### src/rtl/compress_channel_sequencer_if.sv
// rtl/compress_channel_sequencer_if.sv - pooled-beat, compressor, writeback and descriptor signals of the channel sequencer
interface compress_channel_sequencer_if #(
    parameter int POOL_W = 4,
    parameter int CH_W   = 6,
    parameter int CNT_W  = 8,
    parameter int ADDR_W = 12
);
    logic              cfg_start;
    logic [CH_W-1:0]   cfg_num_ch;
    logic [ADDR_W-1:0] cfg_base_addr;
    logic [POOL_W-1:0] in_lane_valid;
    logic              in_ready;
    logic              compress_restart;
    logic [POOL_W-1:0] cu_lane_valid;
    logic [CNT_W-1:0]  cu_count;
    logic              cu_count_valid;
    logic              wr_en;
    logic [ADDR_W-1:0] wr_addr;
    logic              desc_valid;
    logic              desc_ready;
    logic [CH_W-1:0]   desc_ch;
    logic [ADDR_W-1:0] desc_base;
    logic [CNT_W-1:0]  desc_count;
    logic              busy;
    logic              done;
    logic              err_align;
    logic              err_count;

    modport slave (
        input  cfg_start, cfg_num_ch, cfg_base_addr, in_lane_valid,
               cu_lane_valid, cu_count, cu_count_valid, desc_ready,
        output in_ready, compress_restart, wr_en, wr_addr, desc_valid,
               desc_ch, desc_base, desc_count, busy, done, err_align, err_count
    );

    modport master (
        output cfg_start, cfg_num_ch, cfg_base_addr, in_lane_valid,
               cu_lane_valid, cu_count, cu_count_valid, desc_ready,
        input  in_ready, compress_restart, wr_en, wr_addr, desc_valid,
               desc_ch, desc_base, desc_count, busy, done, err_align, err_count
    );
endinterface

### src/rtl/compress_channel_sequencer.sv
// rtl/compress_channel_sequencer.sv - per-channel compressor restart, packed write addressing and descriptor FIFO
module compress_channel_sequencer #(
    parameter int POOL_W     = 4,
    parameter int CH_ELEMS   = 64,
    parameter int CH_W       = 6,
    parameter int CNT_W      = 8,
    parameter int ADDR_W     = 12,
    parameter int DESC_DEPTH = 4
) (
    input  logic clk,
    input  logic rst,
    compress_channel_sequencer_if.slave bus
);
    localparam int PW = $clog2(POOL_W + 1);
    localparam int EW = $clog2(CH_ELEMS + POOL_W);
    localparam int AW = $clog2(DESC_DEPTH);
    localparam int FW = AW + 2;
    localparam logic [EW-1:0] L_CH    = EW'(CH_ELEMS);
    localparam logic [FW-1:0] L_DEPTH = FW'(DESC_DEPTH);

    typedef enum logic [1:0] {S_IDLE, S_RUN, S_DRAIN, S_DONE} state_t;

    state_t            r_state;
    logic [CH_W-1:0]   r_num_ch;
    logic [CH_W-1:0]   r_ch;
    logic [EW-1:0]     r_elem_cnt;
    logic              r_pending;
    logic [CH_W-1:0]   r_pend_ch;
    logic [ADDR_W-1:0] r_pend_base;
    logic [ADDR_W-1:0] r_cur_base;
    logic [ADDR_W-1:0] r_ptr;
    logic [CNT_W-1:0]  r_loc_cnt;
    logic              r_busy;
    logic              r_done;
    logic              r_err_align;
    logic              r_err_count;

    logic [CH_W-1:0]   r_mem_ch    [DESC_DEPTH];
    logic [ADDR_W-1:0] r_mem_base  [DESC_DEPTH];
    logic [CNT_W-1:0]  r_mem_count [DESC_DEPTH];
    logic [AW-1:0]     r_wr_idx;
    logic [AW-1:0]     r_rd_idx;
    logic [FW-1:0]     r_fifo_cnt;

    logic [PW-1:0]     w_in_pop;
    logic [PW-1:0]     w_cu_pop;
    logic [EW-1:0]     w_sum;
    logic              w_active;
    logic              w_in_ready;
    logic              w_accept;
    logic              w_restart;
    logic              w_push;
    logic              w_desc_valid;
    logic              w_pop;
    logic              w_wr_en;
    logic [ADDR_W-1:0] w_ptr_next;

    always_comb begin
        w_in_pop = '0;
        w_cu_pop = '0;
        for (int i = 0; i < POOL_W; i++) begin
            w_in_pop = w_in_pop + PW'(bus.in_lane_valid[i]);
            w_cu_pop = w_cu_pop + PW'(bus.cu_lane_valid[i]);
        end
    end

    // A pending descriptor reserves its FIFO slot so the push one cycle later always fits.
    assign w_active     = (r_state != S_IDLE);
    assign w_in_ready   = (r_state == S_RUN) && ((r_fifo_cnt + FW'(r_pending)) < L_DEPTH);
    assign w_accept     = w_in_ready && (|bus.in_lane_valid);
    assign w_sum        = r_elem_cnt + EW'(w_in_pop);
    assign w_restart    = w_accept && (w_sum >= L_CH);
    assign w_push       = bus.cu_count_valid && r_pending;
    assign w_desc_valid = (r_fifo_cnt != '0);
    assign w_pop        = w_desc_valid && bus.desc_ready;
    assign w_wr_en      = w_active && (|bus.cu_lane_valid);
    assign w_ptr_next   = w_wr_en ? (r_ptr + ADDR_W'(w_cu_pop)) : r_ptr;

    assign bus.in_ready         = w_in_ready;
    assign bus.compress_restart = w_restart;
    assign bus.wr_en            = w_wr_en;
    assign bus.wr_addr          = r_ptr;
    assign bus.desc_valid       = w_desc_valid;
    assign bus.desc_ch          = w_desc_valid ? r_mem_ch[r_rd_idx]    : '0;
    assign bus.desc_base        = w_desc_valid ? r_mem_base[r_rd_idx]  : '0;
    assign bus.desc_count       = w_desc_valid ? r_mem_count[r_rd_idx] : '0;
    assign bus.busy             = r_busy;
    assign bus.done             = r_done;
    assign bus.err_align        = r_err_align;
    assign bus.err_count        = r_err_count;

    always_ff @(posedge clk) begin
        if (rst) begin
            r_state     <= S_IDLE;
            r_num_ch    <= '0;
            r_ch        <= '0;
            r_elem_cnt  <= '0;
            r_pending   <= 1'b0;
            r_pend_ch   <= '0;
            r_pend_base <= '0;
            r_cur_base  <= '0;
            r_ptr       <= '0;
            r_loc_cnt   <= '0;
            r_busy      <= 1'b0;
            r_done      <= 1'b0;
            r_err_align <= 1'b0;
            r_err_count <= 1'b0;
            r_wr_idx    <= '0;
            r_rd_idx    <= '0;
            r_fifo_cnt  <= '0;
        end else begin
            r_done <= 1'b0;
            case (r_state)
                S_IDLE: begin
                    if (bus.cfg_start) begin
                        r_num_ch   <= bus.cfg_num_ch;
                        r_ptr      <= bus.cfg_base_addr;
                        r_cur_base <= bus.cfg_base_addr;
                        r_ch       <= '0;
                        r_elem_cnt <= '0;
                        r_loc_cnt  <= '0;
                        r_busy     <= 1'b1;
                        r_state    <= S_RUN;
                    end
                end
                S_RUN: begin
                    if (w_restart && (r_ch == r_num_ch)) r_state <= S_DRAIN;
                end
                S_DRAIN: begin
                    if (w_push) begin
                        r_done  <= 1'b1;
                        r_state <= S_DONE;
                    end
                end
                default: begin
                    r_busy  <= 1'b0;
                    r_state <= S_IDLE;
                end
            endcase

            // An overshooting beat carries its excess elements into the next channel.
            if (w_accept) r_elem_cnt <= w_restart ? (w_sum - L_CH) : w_sum;

            if (w_restart) begin
                r_ch        <= r_ch + CH_W'(1);
                r_pend_ch   <= r_ch;
                r_pend_base <= r_cur_base;
                r_cur_base  <= w_ptr_next;
                if (w_sum != L_CH) r_err_align <= 1'b1;
            end
            r_pending <= w_restart || (r_pending && !bus.cu_count_valid);

            if (w_active) begin
                r_ptr     <= w_ptr_next;
                r_loc_cnt <= w_push ? CNT_W'(w_cu_pop) : (r_loc_cnt + CNT_W'(w_cu_pop));
            end
            if (w_push && (r_loc_cnt != bus.cu_count)) r_err_count <= 1'b1;

            if (w_push) r_wr_idx <= r_wr_idx + AW'(1);
            if (w_pop)  r_rd_idx <= r_rd_idx + AW'(1);
            r_fifo_cnt <= r_fifo_cnt + FW'(w_push) - FW'(w_pop);
        end
    end

    always_ff @(posedge clk) begin
        if (w_push) begin
            r_mem_ch[r_wr_idx]    <= r_pend_ch;
            r_mem_base[r_wr_idx]  <= r_pend_base;
            r_mem_count[r_wr_idx] <= bus.cu_count;
        end
    end
endmodule

### src/flat_wrapper.sv
// flat-port wrapper written by rule: the top's interface ports become plain ports
module compress_channel_sequencer_flat 
#(
    parameter int POOL_W     = 4,
    parameter int CH_ELEMS   = 64,
    parameter int CH_W       = 6,
    parameter int CNT_W      = 8,
    parameter int ADDR_W     = 12,
    parameter int DESC_DEPTH = 4
)
  (clk, rst, bus_cfg_start, bus_cfg_num_ch, bus_cfg_base_addr, bus_in_lane_valid, bus_cu_lane_valid, bus_cu_count, bus_cu_count_valid, bus_desc_ready, bus_in_ready, bus_compress_restart, bus_wr_en, bus_wr_addr, bus_desc_valid, bus_desc_ch, bus_desc_base, bus_desc_count, bus_busy, bus_done, bus_err_align, bus_err_count);
  compress_channel_sequencer_if #(.POOL_W(POOL_W), .CH_W(CH_W), .CNT_W(CNT_W), .ADDR_W(ADDR_W)) bus_i ();
  input  logic clk;
  input  logic rst;
  input wire logic [$bits(bus_i.cfg_start)-1:0] bus_cfg_start;
  input wire logic [$bits(bus_i.cfg_num_ch)-1:0] bus_cfg_num_ch;
  input wire logic [$bits(bus_i.cfg_base_addr)-1:0] bus_cfg_base_addr;
  input wire logic [$bits(bus_i.in_lane_valid)-1:0] bus_in_lane_valid;
  input wire logic [$bits(bus_i.cu_lane_valid)-1:0] bus_cu_lane_valid;
  input wire logic [$bits(bus_i.cu_count)-1:0] bus_cu_count;
  input wire logic [$bits(bus_i.cu_count_valid)-1:0] bus_cu_count_valid;
  input wire logic [$bits(bus_i.desc_ready)-1:0] bus_desc_ready;
  output wire logic [$bits(bus_i.in_ready)-1:0] bus_in_ready;
  output wire logic [$bits(bus_i.compress_restart)-1:0] bus_compress_restart;
  output wire logic [$bits(bus_i.wr_en)-1:0] bus_wr_en;
  output wire logic [$bits(bus_i.wr_addr)-1:0] bus_wr_addr;
  output wire logic [$bits(bus_i.desc_valid)-1:0] bus_desc_valid;
  output wire logic [$bits(bus_i.desc_ch)-1:0] bus_desc_ch;
  output wire logic [$bits(bus_i.desc_base)-1:0] bus_desc_base;
  output wire logic [$bits(bus_i.desc_count)-1:0] bus_desc_count;
  output wire logic [$bits(bus_i.busy)-1:0] bus_busy;
  output wire logic [$bits(bus_i.done)-1:0] bus_done;
  output wire logic [$bits(bus_i.err_align)-1:0] bus_err_align;
  output wire logic [$bits(bus_i.err_count)-1:0] bus_err_count;
  assign bus_i.cfg_start = bus_cfg_start;
  assign bus_i.cfg_num_ch = bus_cfg_num_ch;
  assign bus_i.cfg_base_addr = bus_cfg_base_addr;
  assign bus_i.in_lane_valid = bus_in_lane_valid;
  assign bus_i.cu_lane_valid = bus_cu_lane_valid;
  assign bus_i.cu_count = bus_cu_count;
  assign bus_i.cu_count_valid = bus_cu_count_valid;
  assign bus_i.desc_ready = bus_desc_ready;
  assign bus_in_ready = bus_i.in_ready;
  assign bus_compress_restart = bus_i.compress_restart;
  assign bus_wr_en = bus_i.wr_en;
  assign bus_wr_addr = bus_i.wr_addr;
  assign bus_desc_valid = bus_i.desc_valid;
  assign bus_desc_ch = bus_i.desc_ch;
  assign bus_desc_base = bus_i.desc_base;
  assign bus_desc_count = bus_i.desc_count;
  assign bus_busy = bus_i.busy;
  assign bus_done = bus_i.done;
  assign bus_err_align = bus_i.err_align;
  assign bus_err_count = bus_i.err_count;
  compress_channel_sequencer #(.POOL_W(POOL_W), .CH_ELEMS(CH_ELEMS), .CH_W(CH_W), .CNT_W(CNT_W), .ADDR_W(ADDR_W), .DESC_DEPTH(DESC_DEPTH)) u_core (.clk(clk), .rst(rst), .bus(bus_i));
endmodule
### config.mk
export PLATFORM = sky130hd
export DESIGN_NAME = compress_channel_sequencer_flat
export DESIGN_NICKNAME = d
export VERILOG_FILES = /design/src/rtl/compress_channel_sequencer_if.sv /design/src/rtl/compress_channel_sequencer.sv /design/src/flat_wrapper.sv
export SDC_FILE = /design/constraint.sdc
export NUM_CORES = 1
export LEC_CHECK = 0
export ABC_CLOCK_PERIOD_IN_PS = 6950
export CELL_PAD_IN_SITES_DETAIL_PLACEMENT = 0
export CELL_PAD_IN_SITES_GLOBAL_PLACEMENT = 1
export CORE_MARGIN = 10
export CORE_UTILIZATION = 40
export CTS_BUF_LIST = sky130_fd_sc_hd__clkbuf_16
export CTS_CLUSTER_SIZE = 30
export DETAILED_ROUTE_END_ITERATION = 7
export GPL_ROUTABILITY_DRIVEN = 0
export PLACE_DENSITY_LB_ADDON = 0.1
export SLEW_MARGIN = 20
export SYNTH_ARGS = -nofsm -noshare
export SYNTH_HDL_FRONTEND = slang
export SYNTH_SLANG_ARGS = --single-unit
### constraint.sdc
create_clock -name clk -period 6.95 [get_ports clk]
set_input_delay 1.0425 -clock clk [delete_from_list [all_inputs] [get_ports clk]]
set_output_delay 1.0425 -clock clk [all_outputs]
set_load 0.01 [all_outputs]
==> summary.txt <==
Power and ir drop
  – Power Dens Cells: 318 mW/mm^2
  – VDD IR max: 0.183 mV
  – Leakage: 3.89 nW

CTS
  – CTS Root Buffer Type: clkbuf_16
  – CTS tree: built
  – Worst-Skew Late Latency: 0.43 ns
  – # Post-CTS Setup Buffers: 0
  – Post-CTS sizing: 0
  – CTS Buf Count: 17
  – Sink Count: 190
  – Hold buffer count at cts: 0
  – Max clock buf depth: 2
  – Depth of the CTS H-tree: 4
  – Clock Pin Slew Worst Setup and Hold Paths: 0.08 ns

GRT
  – Vias in the first global route: 6083
  – Maximum number of pins on one net before global-route repair: 81
  – GRT Overall Usage: 14.6%
  – Total gr overflow: 0
  – Initial antenna violation count: 0
  – First-pass GRT wire length: 33.5 mm

Worst setup path
  – Critical Setup Path Class: primary input to primary output
  – Setup crit end kind: primary output
  – Crit path max fanout: 13
  – Crit path launch type: primary input
  – Crit path DAT: 4.68 ns
  – WP data required: 5.91 ns

Detailed routing
  – Routed Antenna Nets: 0
  – Number of remaining DRC errors: 0
  – Wirelength, routed: 20.6 mm
  – Initial drt markers: 375
  – First drt pass iteration count: 5
  – Via count: 5881
  – DR vias/cell: 5.37
  – Wire length per cell: 18.8 microns

Timing
  – Setup TNS Final: 0 ns
  – Max frequency: 175 MHz
  – Min cycle time layout: 5.72 ns
  – Final Hold Viols: 0
  – RSZ-0062 raised after global routing: no
  – Tcrit/Tclk final: 82.3%
  – Worst slew margin: 31.7%
  – Setup Skew: 0.0136 ns
  – Max-slew violation count: 0
  – Fin Hold WS: 0.474 ns
  – Final worst slack: 1.23 ns
  – Slew @ Worst Pin: 1.02 ns
  – Setup Viol. Count Final: 0

Hold path
  – Hold Crit Class: register to register

Floorplan
  – Full die area: 0.0284 sq mm
  – Initial Util: 40.6%
  – Core box area: 0.0218 sq mm
  – Die width: 169 microns
  – Die H: 169 microns
  – Io pins: 85
  – Row count: 54

Synthesis
  – Synth area leaders: edfxtp_1, dfxtp_1, mux4_2, ha_1, a21oi_1
  – Post-synthesis cell type count: 69
  – Ys flop type: edfxtp_1
  – Synth Register Bits: 190
  – Synthesized net count: 811
  – Syn Inst Count: 737
  – Syn Area/Cell: 12.0 sq um
  – Synthesized area: 0.00883 sq mm
  – Async S/R FF share, synth: 0%
  – Yosys warnings: 0
  – Number of flops mapped to enable cells by yosys: 104
  – Sequential area share after synthesis: 54.9%
  – Yosys top cell by area: edfxtp_1
  – Share of the synthesized area in the top cell type: 35.4%

Cells and area
  – Diode count: 0
  – Non-Filler Instances: 1095
  – Final net count: 876
  – Area Overhead vs Synth: 18.5%
  – Ratio of cells with drive above 1 in the final layout: 11.3%

Place
  – Post-DP HPWL: 13.9 mm
  – Placed Cells: 1063
  – Pre-CTS setup slack: 1.23 ns
  – Port Buffers: 84

Run
  – Max_cap viols: 0

Outcome
  – Outcome: finished clean
==> area by class of cell <==
type	count	area [sq um]
clock buffer	17	425
timing repair buffer	94	911
sequential	190	4850
clock inverter	15	183
tap	280	350
inverter	40	150
multi-input combinational	459	3600
fill	1961	11300
==> cell usage after synthesis (9+ instances only) <==
cell	n
edfxtp_1	104
nor2_1	25
a211oi_1	12
xnor2_1	9
nand3_1	33
ha_1	29
a21oi_1	51
a311oi_1	9
inv_1	39
buf_2	10
nand2_1	48
and3_1	12
clkbuf_1	23
nor2b_1	26
mux4_2	26
dfxtp_1	86
xor2_1	22
o21ai_0	30
nor3_1	10
==> power breakdown <==
group	leakage [nW]	total [mW]	switching, mW	internal [mW]
clock	0.298	0.995	0.476	0.519
combinational	1.77	0.957	0.522	0.435
sequential	1.83	1.37	0.120	1.25
==> cell usage in the layout (no fill, tap or decap), drive strengths merged, types with 6 or more instances in the layout <==
cell type	instances
and2	7
nor2	25
buf	11
mux2	6
a21oi	51
xnor2	10
inv	49
o21ai	34
nand3	34
nor2b	27
o211ai	7
clkbuf	17
and3	13
fa	6
nand2	49
nand2b	7
nor3	10
clkdlybuf4s50	83
edfxtp	104
mux4	26
dfxtp	86
a211oi	13
a311oi	10
ha	29
xor2	22
nor4	7
mux2i	6
==> final timing paths <==
kind / slack (ns) / cells after the start / from / end
max: 1.23 / 15 / bus_in_lane_valid[0] / bus_compress_restart
min: 0.47 / 2 / u_core.r_num_ch[2]$_SDFFE_PP0P_ / u_core.r_num_ch[2]$_SDFFE_PP0P_
max reg2reg: 4.34 / 12 / u_core.r_fifo_cnt[2]$_SDFF_PP0_ / u_core.r_fifo_cnt[2]$_SDFF_PP0_
min reg2reg: 0.47 / 2 / u_core.r_num_ch[2]$_SDFFE_PP0P_ / u_core.r_num_ch[2]$_SDFFE_PP0P_
==> sequential cells by signal (all words and copies together) (netlist names), 6 cells and up, named ones only <==
name                count
u_core.r_pend_ch        6
u_core.r_mem_ch        24
u_core.r_mem_count     32
u_core.bus.wr_addr     12
u_core.r_pend_base     12
u_core.r_mem_base      48
u_core.r_elem_cnt       7
u_core.r_ch             6
u_core.r_loc_cnt        8
u_core.r_cur_base      12
u_core.r_num_ch         6
==> critical path, stage by stage <==
cell             delay (ns)
clkdlybuf4s50_1        0.50
inv_1                  0.05
ha_1                   0.28
inv_1                  0.07
fa_1                   0.41
inv_1                  0.07
ha_1                   0.16
inv_1                  0.06
fa_1                   0.44
nor2b_4                0.19
o2111ai_4              0.16
xnor2_4                0.19
nand2_2                0.22
inv_2                  0.24
clkdlybuf4s50_1        0.58
==> metrics by stage <==
step	power (mW)	utilization (%)	instance area [sq um]
detailed placement	2.37	45.3	9850
global route	3.53	48.1	10500
finish	3.32	48.1	10500
global placement	2.35	45.3	9850
floorplan	2.02	-	8830
CTS	3.37	48.1	10500
==> metal layers <==
metal	GRT usage, %	wire, microns	up-vias
li1	-	-	2843
met1	19.7	9790	2879
met2	22.4	9340	140
met3	3.77	1120	19
met4	4.43	320	0
met5	0	0	-
==> kinds of logic (layout without fill, tap and decap cells) <==
logic type      Yosys count  count (layout)  share of synthesized area (%)
compound gates          151             151                           11.4
xor+xnor                 32              32                           3.39
fa+ha+maj                35              35                           5.47
buf+inv                  88             166                           4.46
flops                   190             190                           54.9
mux                      38              38                           8.08
simple gates            203             203                           12.4
(Power assumes the default switching activity.)
